## src/rtl/seq_div_pkg.sv

```systemverilog
// seq_div_pkg: FSM state encoding and sizing helper shared by the
// seq_div_nb restoring divider.
package seq_div_pkg;

    typedef enum logic [1:0] {
        IDLE = 2'd0,
        CALC = 2'd1,
        DONE = 2'd2
    } state_t;

    // Iteration counter width for a given operand width.
    function automatic int cnt_w(input int width);
        return $clog2(width + 1);
    endfunction

endpackage

```

## src/rtl/rcs_nb.sv

```systemverilog
// rcs_nb: N-bit ripple-borrow subtractor, diff = a - b, bout set
// when b > a.
module rcs_nb #(
    parameter int N = 5
) (
    input  logic [N-1:0] a,
    input  logic [N-1:0] b,
    output logic [N-1:0] diff,
    output logic         bout
);

    logic [N:0] w_brw;

    assign w_brw[0] = 1'b0;

    for (genvar i = 0; i < N; i++) begin : g_bit
        assign diff[i]    = a[i] ^ b[i] ^ w_brw[i];
        assign w_brw[i+1] = (~a[i] & b[i]) | (~(a[i] ^ b[i]) & w_brw[i]);
    end

    assign bout = w_brw[N];

endmodule

```

## src/rtl/seq_div_nb.sv

```systemverilog
// seq_div_nb: sequential restoring divider, one quotient bit per cycle.
// Optional abort input enabled by defining SEQ_DIV_ABORT_EN.
module seq_div_nb
    import seq_div_pkg::*;
#(
    parameter int WIDTH = 4
) (
    input  logic             clk,
    input  logic             rst,
    input  logic             start,
    input  logic [WIDTH-1:0] dividend,
    input  logic [WIDTH-1:0] divisor,
    output logic             busy,
    output logic             done,
    output logic [WIDTH-1:0] quotient,
    output logic [WIDTH-1:0] remainder,
    output logic             dbz
`ifdef SEQ_DIV_ABORT_EN
    ,
    input  logic             abort
`endif
);

    localparam int CW = cnt_w(WIDTH);
    localparam logic [CW-1:0] LAST = CW'(WIDTH - 1);

    state_t           r_state;
    state_t           w_next;
    logic [WIDTH:0]   r_prem;
    logic [WIDTH-1:0] r_dsr;
    logic [WIDTH-1:0] r_dvs;
    logic [WIDTH-1:0] r_q;
    logic [CW-1:0]    r_cnt;
    logic [WIDTH-1:0] r_quot;
    logic [WIDTH-1:0] r_rem;
    logic             r_dbz;

    logic [WIDTH:0]   w_trial;
    logic [WIDTH:0]   w_diff;
    logic [WIDTH:0]   w_prem_nx;
    logic [WIDTH-1:0] w_q_nx;
    logic             w_bout;
    logic             w_last;
    logic             w_abort;
    logic             w_unused;

    assign w_trial = {r_prem[WIDTH-1:0], r_dsr[WIDTH-1]};

    rcs_nb #(.N(WIDTH + 1)) u_rcs (
        .a    (w_trial),
        .b    ({1'b0, r_dvs}),
        .diff (w_diff),
        .bout (w_bout)
    );

    // A borrow means the trial failed: keep the shifted remainder.
    assign w_prem_nx = w_bout ? w_trial : w_diff;
    assign w_q_nx    = {r_q[WIDTH-2:0], ~w_bout};
    assign w_last    = (r_cnt == LAST);
    assign w_unused  = r_prem[WIDTH];

`ifdef SEQ_DIV_ABORT_EN
    assign w_abort = abort;
`else
    assign w_abort = 1'b0;
`endif

    always_ff @(posedge clk) begin
        if (rst) r_state <= IDLE;
        else     r_state <= w_next;
    end

    always_comb begin
        w_next = r_state;
        case (r_state)
            IDLE: begin
                if (start) w_next = (divisor == '0) ? DONE : CALC;
            end
            CALC: begin
                if (w_abort)     w_next = IDLE;
                else if (w_last) w_next = DONE;
            end
            DONE:    w_next = IDLE;
            default: w_next = IDLE;
        endcase
    end

    always_comb begin
        busy = (r_state != IDLE);
        done = (r_state == DONE);
    end

    always_ff @(posedge clk) begin
        if (rst) begin
            r_prem <= '0;
            r_dsr  <= '0;
            r_dvs  <= '0;
            r_q    <= '0;
            r_cnt  <= '0;
            r_quot <= '0;
            r_rem  <= '0;
            r_dbz  <= 1'b0;
        end else begin
            case (r_state)
                IDLE: begin
                    if (start && divisor == '0) begin
                        r_quot <= '1;
                        r_rem  <= dividend;
                        r_dbz  <= 1'b1;
                    end else if (start) begin
                        r_dvs  <= divisor;
                        r_dsr  <= dividend;
                        r_prem <= '0;
                        r_q    <= '0;
                        r_cnt  <= '0;
                    end
                end
                CALC: begin
                    if (!w_abort) begin
                        r_prem <= w_prem_nx;
                        r_q    <= w_q_nx;
                        r_dsr  <= {r_dsr[WIDTH-2:0], 1'b0};
                        r_cnt  <= r_cnt + CW'(1);
                        if (w_last) begin
                            r_quot <= w_q_nx;
                            r_rem  <= w_prem_nx[WIDTH-1:0];
                            r_dbz  <= 1'b0;
                        end
                    end
                end
                default: ;
            endcase
        end
    end

    assign quotient  = r_quot;
    assign remainder = r_rem;
    assign dbz       = r_dbz;

endmodule

```

## config.mk

```make
export PLATFORM = sky130hd
export DESIGN_NAME = seq_div_nb
export DESIGN_NICKNAME = d
export VERILOG_FILES = /design/src/rtl/seq_div_pkg.sv /design/src/rtl/rcs_nb.sv /design/src/rtl/seq_div_nb.sv
export SDC_FILE = /design/constraint.sdc
export NUM_CORES = 1
export LEC_CHECK = 0
export CAP_MARGIN = 25
export CELL_PAD_IN_SITES_DETAIL_PLACEMENT = 1
export CELL_PAD_IN_SITES_GLOBAL_PLACEMENT = 1
export CORE_UTILIZATION = 36
export CTS_CLUSTER_SIZE = 24
export DETAILED_ROUTE_END_ITERATION = 12
export PLACE_DENSITY = 0.76
export SETUP_SLACK_MARGIN = 0.2
export SYNTH_ARGS = -nofsm -noshare
export SYNTH_HDL_FRONTEND = slang
export SYNTH_SLANG_ARGS = --single-unit
```

## constraint.sdc

```tcl
create_clock -name clk -period 2.1 [get_ports clk]
set_input_delay 0.63 -clock clk [delete_from_list [all_inputs] [get_ports clk]]
set_output_delay 0.63 -clock clk [all_outputs]
set_load 0.05 [all_outputs]
```

==> summary.md, run 1 <==
| Metric | Value |
|---|---|
| Max VDD drop | 0.2982 mV |
| GRT Overall Usage | 0.2443 |
| Yosys cell types | 45 |
| Achievable Freq | 0.4443 GHz |
| Maxcap violations | 0 |
| Clk_skew | 0.003789 ns |
| Clock Path Buffers | 2 |
| Final Setup Violations | 10 |
| Worst slew pin tran | 0.4780 ns |
| Final period demand of the worst path | 2.251 ns |
| R2r startpoint | r_dsr[3]$_SDFFE_PP0P_ |
| Final #Nets | 216 |
| Synthesis-to-finish area growth | 44.70% |
| DR pass1 iterations | 4 |
| Post-synth EDFFs | 0 |
| # IOs | 22 |
| Post-synth net total | 170 |
| Row count | 22 |
| Via-to-Cell Ratio | 5.613 |
| Final instance area | 2082 um2 |
| Placer Congestion | 0.8274 |
| Min-Delay Startpoint | r_cnt[0]$_SDFFE_PP0P_ |
| Sequential share of power | 0.387 |
| Final period util | 1.072 |
| Flop-to-flop setup slack | -0.15 ns |
| GRT Residual Overflow | 0 |
| Clk slew on worst S/H paths | 0.06 ns |
| Post-Syn Instances | 153 |
| Ys flop type | dfxtp_1 |
| Syn_area_per_cell | 9.404 um2 |
| Area occupied by multi-input gates | 868.3 um2 |
| Wire length per cell | 19.33 um |
| Failing checks | setup timing |
| Iter 0 DRT Violations | 68 |
| Setup Crit Path Kind | flop to flop |
| Startpoint Class | flop |
| NetSw | 0.0004440 W |
| Vias in the first global route | 1475 |
| CTS Buf Count | 5 |
| #FFs+latches synth | 29 |
| Fillers | 430 |
| Area leader, netlist | dfxtp_1 |
| Drt drc | 0 |
| Worst Path Arrival | 2.44 ns |
| PortBufs | 21 |
| Sum Neg Setup Slack | -1.001 ns |
| Hold depth | 1 |
| Top-count cell post-synth | dfxtp_1 |
| Pin count of the biggest net entering global routing | 16 |
| Worst-path fanout max | 7 |
| # clock sinks | 29 |
| Share of cells above drive strength 1 | 0.3750 |
| Hold worst-path end | r_cnt[0]$_SDFFE_PP0P_ |
| Mapped Area | 1439 um2 |
| WP data required | 2.29 ns |
| Ys async rst share | 0 |
| CP Capture Type | flop |
| DP Wirelength | 3255 um |
| Internal power | 0.001139 W |
| Clock Tree Root | clkbuf_8 |
| Hold Vio Cnt, Final | 0 |
| Total number of vias | 1392 |
| Post-synth top cells | dfxtp_1, nand2_1, inv_1 |
| P per Cell Area | 760.2 nW/um2 |
| Latest clock arrival within the worst-skew pair | 0.28 ns |
| Post-synth top area share | 0.4035 |
| Die area | 4254 um2 |
| R2r worst-path depth | 10 |
| Worst setup margin | -0.1506 ns |
| DP Area | 1828 um2 |
| Synth top area cells | dfxtp_1, nand2_1, fa_1 |
| Clock power share | 0.380 |
| Die X | 65.22 um |
| CTS H-tree lvls | 2 |
| RSZ-0062 raised after global routing | true |
| Register area | 583.1 um2 |
| TritonCTS clock tree | built |
| First-pass GRT wire length | 7638 um |
| Worst flop-to-flop path endpoint | quotient[0]$_SDFFE_PP0P_ |
| Core area | 3744 um2 |
| Final Max Slew Viols | 0 |
| Synth warn | 0 |
| Comb pwr share | 0.233 |
| Initial Util | 0.3844 |
| Sw Share | 0.2805 |
| Final ANT Viol Nets | 0 |
| Status | finished with violations |
| Drt total wl | 4795 um |
| Worst hold-check path type | flop to flop |
| Pleak | 0.7941 nW |
| Chip Height | 65.22 um |
| Slew margin rel. | 0.6802 |
| Total power | 0.001583 W |
| Sequential cell area fraction in the yosys report | 0.4035 |
| Initial antenna violation count | 0 |
| ANT cells | 0 |
==> layer usage <==
layer,GRT usage,share of wire,up-vias
li1,-,-,657
met1,0.2848,0.43,713
met2,0.4407,0.53,16
met3,0.05729,0.024,6
met4,0.06793,0.011,0
met5,0,0,-
==> critical path, cell delays in order, from the launching register on <==
cell	delay (ns)
dfxtp_2	0.34
inv_2	0.05
ha_4	0.15
fa_2	0.33
fa_2	0.35
inv_2	0.07
fa_2	0.28
buf_4	0.14
buf_6	0.08
nor2_1	0.07
a221oi_2	0.30
==> worst max path at each step <==
| stage | startpoint | to | slack, ns | cells past startpoint |
|---|---|---|---|---|
| detailed placement | divisor[3] | remainder[1]$_SDFFE_PP0P_ | -0.22 | 6 |
| global route | r_dsr[3]$_SDFFE_PP0P_ | quotient[0]$_SDFFE_PP0P_ | -0.23 | 10 |
| global placement | divisor[3] | quotient[3]$_SDFFE_PP0P_ | -0.12 | 4 |
| floorplan | r_dsr[3]$_SDFFE_PP0P_ | remainder[3]$_SDFFE_PP0P_ | 0.01 | 9 |
| finish | r_dsr[3]$_SDFFE_PP0P_ | quotient[0]$_SDFFE_PP0P_ | -0.15 | 10 |
| CTS | r_dsr[3]$_SDFFE_PP0P_ | remainder[1]$_SDFFE_PP0P_ | -0.11 | 9 |
==> registers in the layout, summed over array words and instances (netlist names) <==
name	cells
quotient	4
r_dsr	4
r_dvs	4
r_prem	4
remainder	4
r_cnt	3
r_q	3
r_state	2
dbz	1
==> metrics by stage <==
stage            util  hold WS [ns]  cells  worst slack (ns)
2_1_floorplan       -        0.4293    153           0.01235
3_3_place_gp   0.4883        0.4463    231           -0.1165
3_5_place_dp   0.4883        0.4641    231           -0.2245
4_1_cts        0.5468        0.4728    245           -0.1148
5_1_grt        0.5562        0.4941    248           -0.2347
6_report       0.5562        0.4713    248           -0.1506
==> final cells by class <==
type	count	area share
multi-input combinational	104	0.4171
clock buffer	7	0.04147
tap	48	0.02885
clock inverter	1	0.01442
timing repair buffer	48	0.1983
sequential	29	0.2800
inverter	11	0.01983
==> kinds of logic after synthesis <==
family | after synthesis | synth area share
AOI/OAI and AO/OA | 53 | 0.2931
and+or+nand+nor | 45 | 0.1826
DFF | 29 | 0.4035
buffers and inverters | 20 | 0.05304
adders and majority gates | 6 | 0.06783
==> power by group through the flow <==
stage                     sequential [W]  combinational [W]  clock [W]
final                           0.000613           0.000369   0.000601
after global routing            0.000616           0.000389   0.000635
after CTS                       0.000612           0.000348   0.000603
after detailed placement        0.000621           0.000292          0
after global placement          0.000618           0.000275          0
after floorplan                 0.000619           0.000158          0
==> cells in the final DEF, fill, tap and decap left out, types with 5 or more instances in the layout <==
master            n
a21oi_1           6
nand2_1          20
a211oi_1          7
buf_4            34
clkbuf_8          6
inv_1             9
dfxtp_1          27
o22ai_1           5
clkdlybuf4s50_1   6
o21ai_1           6
==> timing repair <==
| action | in CTS | in global routing |
|---|---|---|
| endpoints found under the setup margin | 21 | 12 |
| setup buffers | 6 | 3 |
| pin swaps | 8 | 5 |
| hold endpoints to repair | 0 | 0 |
| hold buffers | 0 | 0 |
| gates resized for setup | 20 | 4 |
Power figures use the tool's default switching activity.
==> run 2, diff against run 1 <==
--- a/config.mk
+++ b/config.mk
@@ -8,10 +8,11 @@
 export CAP_MARGIN = 25
 export CELL_PAD_IN_SITES_DETAIL_PLACEMENT = 1
 export CELL_PAD_IN_SITES_GLOBAL_PLACEMENT = 1
-export CORE_UTILIZATION = 36
+export CORE_UTILIZATION = 43
 export CTS_CLUSTER_SIZE = 24
 export DETAILED_ROUTE_END_ITERATION = 12
-export PLACE_DENSITY = 0.76
+export HOLD_SLACK_MARGIN = 0.05
+export PLACE_DENSITY = 0.85
 export SETUP_SLACK_MARGIN = 0.2
 export SYNTH_ARGS = -nofsm -noshare
 export SYNTH_HDL_FRONTEND = slang
==> constraint.sdc (replaced) <==
create_clock -name clk -period 2.87 [get_ports clk]
set_input_delay 0.861 -clock clk [delete_from_list [all_inputs] [get_ports clk]]
set_output_delay 0.861 -clock clk [all_outputs]
set_load 0.05 [all_outputs]
==> summary.md, run 2 (same netlist as run 1, synthesis figures left out) <==
| Metric | Value |
|---|---|
| Total number of vias | 1266 |
| Worst slew pin tran | 0.5525 ns |
| Drt drc | 0 |
| Clock Tree Root | clkbuf_4 |
| Status | finished, final reports clean |
| Final #Nets | 193 |
| Via-to-Cell Ratio | 5.755 |
| PortBufs | 21 |
| GRT Residual Overflow | 0 |
| Pin count of the biggest net entering global routing | 26 |
| NetSw | 0.0002702 W |
| P per Cell Area | 502.2 nW/um2 |
| Sw Share | 0.3067 |
| Startpoint Class | flop |
| CP Capture Type | output pin |
| ANT cells | 0 |
| Max VDD drop | 0.2349 mV |
| Initial antenna violation count | 0 |
| Slew margin rel. | 0.6270 |
| # clock sinks | 29 |
| Achievable Freq | 0.3825 GHz |
| Internal power | 0.0006107 W |
| Fillers | 379 |
| Clk slew on worst S/H paths | 0.10 ns |
| Sequential share of power | 0.501 |
| Clock Path Buffers | 2 |
| Share of cells above drive strength 1 | 0.1250 |
| Pleak | 0.6182 nW |
| Clock power share | 0.291 |
| WP buf/inv | 1 |
| Chip Height | 59.85 um |
| Hold Vio Cnt, Final | 0 |
| Worst-path fanout max | 8 |
| Iter 0 DRT Violations | 48 |
| Sum Neg Setup Slack | 0 ns |
| Initial Util | 0.4637 |
| Synthesis-to-finish area growth | 21.91% |
| Placer Congestion | 0.7534 |
| Worst-path cell chain | or2_2 -> clkdlybuf4s50_1 |
| Final ANT Viol Nets | 0 |
| Setup Crit Path Kind | flop to output pin |
| WP data required | 2.01 ns |
| Final Max Slew Viols | 0 |
| Hold_ws | 0.4643 ns |
| Wire length per cell | 18.47 um |
| GRT Overall Usage | 0.2553 |
| CTS Buf Count | 5 |
| Final Setup Violations | 0 |
| Clk_skew | 0.01428 ns |
| Latest clock arrival within the worst-skew pair | 0.33 ns |
| Biggest cell delay along the critical path | 0.81 ns |
| Worst hold-check path type | flop to flop |
| Most common cell after layout, fill and taps aside | dfxtp_1 |
| First-pass GRT wire length | 6555 um |
| TritonCTS clock tree | built |
| Final period demand of the worst path | 2.615 ns |
| Row count | 20 |
| Die X | 59.85 um |
| Worst Path Arrival | 1.75 ns |
| Core area | 3103 um2 |
| Buffer count from post-CTS setup fixing | 0 |
| Comb pwr share | 0.208 |
| Vias in the first global route | 1341 |
| RSZ-0062 raised after global routing | false |
| Critical-path top delay cell | clkdlybuf4s50_1 |
| # IOs | 22 |
| Final period util | 0.9110 |
| Drt total wl | 4063 um |
| Maxcap violations | 0 |
| Die area | 3581 um2 |
| CTS H-tree lvls | 2 |
| Crit path max-delay family | buffers and inverters |
| Most frequent cells in the layout | dfxtp_1, nand2_1, clkdlybuf4s50_1 |
| DP Wirelength | 3101 um |
| DR pass1 iterations | 4 |
## run 2: path summary, 6_finish.rpt
check	slack, ns	depth (start not counted)	to	startpoint
max	0.26	2	busy	r_state[0]$_SDFFE_PP0P_
max reg2reg	0.40	9	remainder[3]$_SDFFE_PP0P_	r_dsr[3]$_SDFFE_PP0P_
min	0.46	2	dbz$_SDFFE_PP0P_	dbz$_SDFFE_PP0P_
min reg2reg	0.46	2	dbz$_SDFFE_PP0P_	dbz$_SDFFE_PP0P_
## run 2: tightest hold or removal path, stage by stage (launching register included)
cell and delay (ns):
dfxtp_1 0.32, nand2_1 0.05, a21oi_1 0.05
## run 2: area by class of cell
| type | count | area, um2 | share of cell area |
|---|---|---|---|
| tap | 44 | 55.05 | 0.03138 |
| sequential | 29 | 580.6 | 0.3310 |
| inverter | 11 | 41.29 | 0.02354 |
| multi-input combinational | 104 | 782.0 | 0.4458 |
| timing repair buffer | 25 | 240.2 | 0.1369 |
| clock buffer | 7 | 55.05 | 0.03138 |
## run 2: repair_timing
action                                  in CTS  in global routing
hold buffers                                 0                  0
gates resized for setup                      0                  1
endpoints found under the setup margin       0                  2
## run 2: layer usage
metal	global-route usage	routed length [um]
met4	0.09967	63
met3	0.06710	176
met2	0.4492	2079
met5	0	0
met1	0.2926	1743
## run 2: stage by stage
step	utilization	setup slack (ns)	total power, W	instance area (um2)	cells
detailed placement	0.5476	0.3003	0.0006317	1699	213
global placement	0.5476	0.3765	0.0006201	1699	213
floorplan	-	0.5573	0.0005639	1439	153
global route	0.5653	0.2014	0.0009207	1754	220
finish	0.5653	0.2553	0.0008809	1754	220
CTS	0.5653	0.2616	0.0008828	1754	220
## run 2: power groups by stage
| stage | sequential, W | combinational [W] | clock [W] |
|---|---|---|---|
| after floorplan | 0.000452 | 0.000112 | 0 |
| after global placement | 0.000449 | 0.000171 | 0 |
| after detailed placement | 0.000451 | 0.000181 | 0 |
| after CTS | 0.000441 | 0.000184 | 0.000258 |
| after global routing | 0.000444 | 0.000203 | 0.000273 |
| final | 0.000441 | 0.000183 | 0.000256 |
